### src/rtl/mac_stream.sv
// mac_stream: pipelined signed multiply-accumulate engine.
// Each frame is TAPS accepted a/b pairs; one dot-product result and an overflow flag come out per frame.
// Valid/ready handshakes on both sides; a held result stalls the whole pipeline.
// Optional feature macro: MAC_STREAM_SAT_EN clamps the accumulator on signed overflow instead of wrapping.
module mac_stream #(
   parameter int W     = 8,
   parameter int TAPS  = 16,
   parameter int GUARD = 4,
   localparam int ACC_W = 2*W + GUARD
) (
   input  logic             clk,
   input  logic             clear,
   input  logic             in_valid,
   output logic             in_ready,
   input  logic [W-1:0]     a,
   input  logic [W-1:0]     b,
   output logic             out_valid,
   input  logic             out_ready,
   output logic [ACC_W-1:0] out_data,
   output logic             out_ovf
);

   localparam int CNT_W = (TAPS > 1) ? $clog2(TAPS) : 1;

   logic             en;
   logic             accept;
   logic             isLast;
   logic [2*W-1:0]   mulFull;

   logic [CNT_W-1:0] cnt_q, cnt_d;
   logic [2*W-1:0]   prod_q, prod_d;
   logic             pValid_q, pValid_d;
   logic             pLast_q, pLast_d;
   logic [ACC_W-1:0] acc_q, acc_d;
   logic             ovfAcc_q, ovfAcc_d;
   logic [ACC_W-1:0] outData_q, outData_d;
   logic             outOvf_q, outOvf_d;
   logic             outValid_q, outValid_d;

   logic [ACC_W-1:0] prodExt;
   logic [ACC_W-1:0] sumRaw;
   logic [ACC_W-1:0] sumFinal;
   logic             addOvf;

   // A result that is valid but not taken freezes every stage, so nothing is lost or overwritten.
   assign en       = !(outValid_q && !out_ready);
   assign accept   = in_valid && en;
   assign in_ready = en;
   assign isLast   = (cnt_q == CNT_W'(TAPS - 1));

   // Operands are widened to the full product width first so the multiply is exact.
   assign mulFull = (2*W)'($signed(a)) * (2*W)'($signed(b));

   // The product is sign-extended into the guard bits before it joins the accumulator.
   assign prodExt = ACC_W'($signed(prod_q));
   assign sumRaw  = acc_q + prodExt;
   assign addOvf  = (acc_q[ACC_W-1] == prodExt[ACC_W-1]) && (sumRaw[ACC_W-1] != acc_q[ACC_W-1]);

`ifdef MAC_STREAM_SAT_EN
   // On overflow clamp toward the sign of the operands; later adds continue from the clamped value.
   always_comb begin
      sumFinal = sumRaw;
      if (addOvf) begin
         sumFinal = acc_q[ACC_W-1] ? {1'b1, {(ACC_W-1){1'b0}}} : {1'b0, {(ACC_W-1){1'b1}}};
      end
   end
`else
   assign sumFinal = sumRaw;
`endif

   // Next-state for the product stage, the frame counter, the accumulator and the output register.
   always_comb begin
      cnt_d      = cnt_q;
      prod_d     = prod_q;
      pValid_d   = pValid_q;
      pLast_d    = pLast_q;
      acc_d      = acc_q;
      ovfAcc_d   = ovfAcc_q;
      outData_d  = outData_q;
      outOvf_d   = outOvf_q;
      outValid_d = outValid_q;
      if (en) begin
         pValid_d = accept;
         pLast_d  = isLast;
         if (accept) begin
            prod_d = mulFull;
            cnt_d  = isLast ? '0 : cnt_q + 1'b1;
         end
         if (outValid_q && out_ready) begin
            outValid_d = 1'b0;
         end
         if (pValid_q) begin
            if (pLast_q) begin
               outData_d  = sumFinal;
               outOvf_d   = ovfAcc_q | addOvf;
               outValid_d = 1'b1;
               acc_d      = '0;
               ovfAcc_d   = 1'b0;
            end else begin
               acc_d    = sumFinal;
               ovfAcc_d = ovfAcc_q | addOvf;
            end
         end
      end
   end

   // State registers; clear discards any partial frame and any held result.
   always_ff @(posedge clk) begin
      if (clear) begin
         cnt_q      <= '0;
         prod_q     <= '0;
         pValid_q   <= 1'b0;
         pLast_q    <= 1'b0;
         acc_q      <= '0;
         ovfAcc_q   <= 1'b0;
         outData_q  <= '0;
         outOvf_q   <= 1'b0;
         outValid_q <= 1'b0;
      end else begin
         cnt_q      <= cnt_d;
         prod_q     <= prod_d;
         pValid_q   <= pValid_d;
         pLast_q    <= pLast_d;
         acc_q      <= acc_d;
         ovfAcc_q   <= ovfAcc_d;
         outData_q  <= outData_d;
         outOvf_q   <= outOvf_d;
         outValid_q <= outValid_d;
      end
   end

   assign out_valid = outValid_q;
   assign out_data  = outData_q;
   assign out_ovf   = outOvf_q;

endmodule

### config.mk
export PLATFORM = sky130hd
export DESIGN_NAME = mac_stream
export DESIGN_NICKNAME = d
export VERILOG_FILES = /design/src/rtl/mac_stream.sv
export SDC_FILE = /design/constraint.sdc
export NUM_CORES = 1
export LEC_CHECK = 0
export BUFFER_PORTS_ARGS = -buffer_cell sky130_fd_sc_hd__buf_2
export CAP_MARGIN = 20
export CORE_AREA = 2 2 104 106
export CTS_CLUSTER_SIZE = 20
export DETAILED_ROUTE_END_ITERATION = 7
export DIE_AREA = 0 0 106 108
export GPL_TIMING_DRIVEN = 1
export PLACE_DENSITY = 0.78
export SKIP_CTS_REPAIR_TIMING = 1
export SLEW_MARGIN = 20
export SYNTH_ARGS = -nofsm -noshare
export SYNTH_HDL_FRONTEND = slang
export SYNTH_SLANG_ARGS = --single-unit
### constraint.sdc
create_clock -name clk -period 9 [get_ports clk]
set_clock_uncertainty 0.15 [all_clocks]
set_input_delay 0.9 -clock clk [delete_from_list [all_inputs] [get_ports clk]]
set_output_delay 0.9 -clock clk [all_outputs]
set_load 0.1 [all_outputs]
==> impl_metrics.json <==
{
  "status": "complete, no violations",
  "place_congestion": 0.862,
  "grt_pass1_wl_mm": 19.9,
  "cp.buffers_inverters": 5,
  "port_buffers": 42,
  "antenna_found_initial": 0,
  "yosysSeqAreaShare": 0.234,
  "stdcell_area_um2": 6110,
  "crit_type": "in -> reg",
  "cp_slowest_stage_delay_ps": 580,
  "clock.fmax_mhz": 190,
  "grt_max_degree": 48,
  "hold_class": "reg -> reg",
  "layout-drive-gt1-share": 0.118,
  "layout_setup_ws_ps": 3740,
  "crit_family": "adder cells",
  "clockRootBuffer": "clkbuf_8",
  "cp.required_ps": 9040,
  "fill_cells": 900,
  "r2r_setup_slack_ps": 6240,
  "multi_input_area_um2": 3910,
  "initial_core_util": 0.544,
  "overflow": 0,
  "clk_pin_slew_ps": 70,
  "peakVddDrop_uv": 236,
  "die_w_um": 106,
  "clockBufferDepth": 2,
  "dp_slack_ps": 3340,
  "critPathSlowestCell": "a2111oi_0",
  "hold_end": "out_data[19]$_SDFFE_PP0P_",
  "cts_tree": "yes",
  "syn_to_final_growth_pct": 9.71,
  "rsz0062_at_grt": "false",
  "grtUsageTotal": 0.216,
  "worstPathArrival_ps": 5310,
  "die_y_um": 108,
  "synth_area_per_cell_um2": 9.07,
  "final_cell_mix": "73 x inv_1, 72 x nand2_1, 65 x dfxtp_1, 56 x fa_1, 49 x ha_1",
  "hold_viol": 0,
  "synth_cells": 614,
  "dpl_cell_area_um2": 5880,
  "worstPathMaxFanout": 8,
  "drtIter0Drc": 269,
  "synth_edf_count": 0,
  "end_kind": "register",
  "slew_headroom": 0.383,
  "diodes": 0,
  "post-route-period-util": 0.585,
  "drtAntennaViolNets": 0,
  "syn_area_um2": 5570,
  "drcViolationCount": 0,
  "path_cells": "buf_2, and2_1, fa_1, inv_1, fa_1, inv_1, fa_1, inv_1, fa_1, inv_1, ha_1, a21oi_1, o21bai_1, a2111oi_0, o311ai_1, xor2_1, nand2_1, a21oi_1",
  "first_pass_iters": 5,
  "design.die.area_um2": 11400,
  "grt_pass1_vias": 4464,
  "htreeDepth": 3,
  "final_common_cell": "inv_1",
  "yosysUniqueCellTypes": 56,
  "rr_startpoint": "prod_q[0]$_SDFFE_PP0P_",
  "drv_cap": 0,
  "syn_nets": 739,
  "core_area_um2": 10200,
  "stdcell_count": 791,
  "fin_setup_tns_ps": 0,
  "rows": 37,
  "report.final.setup_viol": 0,
  "routed_wl_mm": 11.3,
  "vias": 4300,
  "nets": 775,
  "yosysWarnings": 0,
  "cts_sinks": 65,
  "r2r_cells": 10,
  "timing.rr.end": "acc_q[18]$_SDFFE_PP0P_",
  "clock_latency_ps": 350,
  "seqCellArea_um2": 1300,
  "avgRoutedWirePerCell_um": 14.3,
  "finalMaxSlewViolations": 0,
  "dp_hpwl_mm": 8.94,
  "p_per_area_nw_per_um2": 228,
  "ys.flop_type": "dfxtp_1",
  "period_minus_slack_ps": 5260,
  "design.portCount": 43,
  "numCtsBuffers": 9,
  "start_kind": "input port",
  "min_from": "out_data[19]$_SDFFE_PP0P_",
  "tightest_slew_ps": 922,
  "ys_ff_latch": 65,
  "leakage_nw": 2.90,
  "vias_per_cell": 5.44,
  "worstHoldPathCells": 2,
  "async_flop_share": 0,
  "placed_cells": 775
}
routing by layer:
| layer | up-vias | share of wire | global-route usage |
|---|---|---|---|
| met5 | - | 0 | 0 |
| met4 | 0 | 0.019 | 0.0545 |
| met3 | 19 | 0.032 | 0.0428 |
| met2 | 96 | 0.51 | 0.376 |
| met1 | 2060 | 0.44 | 0.279 |
| li1 | 2125 | - | - |
kinds of logic (layout without fill, tap and decap cells):
| group | Yosys count | count (layout) | synth area share |
|---|---|---|---|
| flip-flops | 65 | 65 | 0.234 |
| adder cells (fa/ha/maj) | 105 | 105 | 0.311 |
| AND/OR/NAND/NOR | 177 | 177 | 0.155 |
| XOR/XNOR | 35 | 35 | 0.0551 |
| multiplexers | 2 | 2 | 0.00382 |
| AO/OA/AOI/OAI | 138 | 138 | 0.177 |
| buffers and inverters | 92 | 133 | 0.0638 |
report_power, final:
part           internal, mW  leakage [nW]  switching, mW
logic                 0.347          2.26          0.430
registers             0.316         0.528         0.0229
clock network         0.164         0.113          0.116
through the flow:
stage / power (mW) / hold WS, ps / utilization
floorplan: 0.976 / 276 / -
global placement: 1.09 / 280 / 0.575
detailed placement: 1.12 / 287 / 0.575
CTS: 1.41 / 298 / 0.597
global route: 1.53 / 333 / 0.597
finish: 1.40 / 291 / 0.597
synthesized netlist by cell type, drive strengths merged, types with 2 or more instances:
library cell	number	area [um2]
a2111oi	3	51.3
a211oi	5	47.5
a21o	15	115
a21oi	43	215
a22o	14	123
a22oi	12	90.1
a31oi	3	25.0
and2	42	263
and3	4	25.0
buf	3	21.3
clkbuf	15	56.3
dfxtp	65	1300
fa	56	1120
ha	49	613
inv	73	274
nand2	72	270
nand2b	3	18.8
nand3	4	20.0
nand3b	6	45.0
nand4	2	18.8
nor2	29	109
nor2b	6	37.5
nor3	3	15.0
nor3b	2	15.0
o21a	4	30.0
o21ai	22	118
o21bai	4	30.0
o311ai	2	35.0
o31ai	3	22.5
xnor2	24	210
xor2	11	96.3
worst register-to-register path, stage by stage (launching register included):
cell      delay [ps]
dfxtp_1          320
ha_1             250
fa_1             430
a21o_1           200
a21oi_1          260
o21ai_0          220
a31oi_1          270
o21ai_1          140
xor2_1           220
nand3b_1         100
a21oi_1          130
registers in the layout, indices dropped and copies added, names as in the netlist:
| name | count |
|---|---|
| acc_q | 20 |
| cnt_q | 4 |
| out_data | 20 |
| out_ovf | 1 |
| out_valid | 1 |
| ovfAcc_q | 1 |
| pLast_q | 1 |
| pValid_q | 1 |
| prod_q | 16 |
worst max-delay path by stage:
stage / slack [ps] / end / depth (start not counted) / from
3_5_place_dp: 3340 / prod_q[14]$_SDFFE_PP0P_ / 17 / a[0]
6_report: 3740 / prod_q[14]$_SDFFE_PP0P_ / 18 / a[3]
3_3_place_gp: 3530 / prod_q[15]$_SDFFE_PP0P_ / 16 / a[1]
2_1_floorplan: 3850 / prod_q[15]$_SDFFE_PP0P_ / 15 / a[1]
4_1_cts: 3710 / prod_q[14]$_SDFFE_PP0P_ / 17 / a[0]
5_1_grt: 3390 / prod_q[14]$_SDFFE_PP0P_ / 17 / a[0]
final cells by class:
cell class                      count  area share
Clock inverter                      6      0.0147
Sequential cell                    65       0.213
Inverter                           74      0.0455
Clock buffer                       10      0.0225
Multi-Input combinational cell    457       0.641
Timing Repair Buffer               43      0.0356
Tap cell                          136      0.0279
Power figures use the tool's default switching activity.
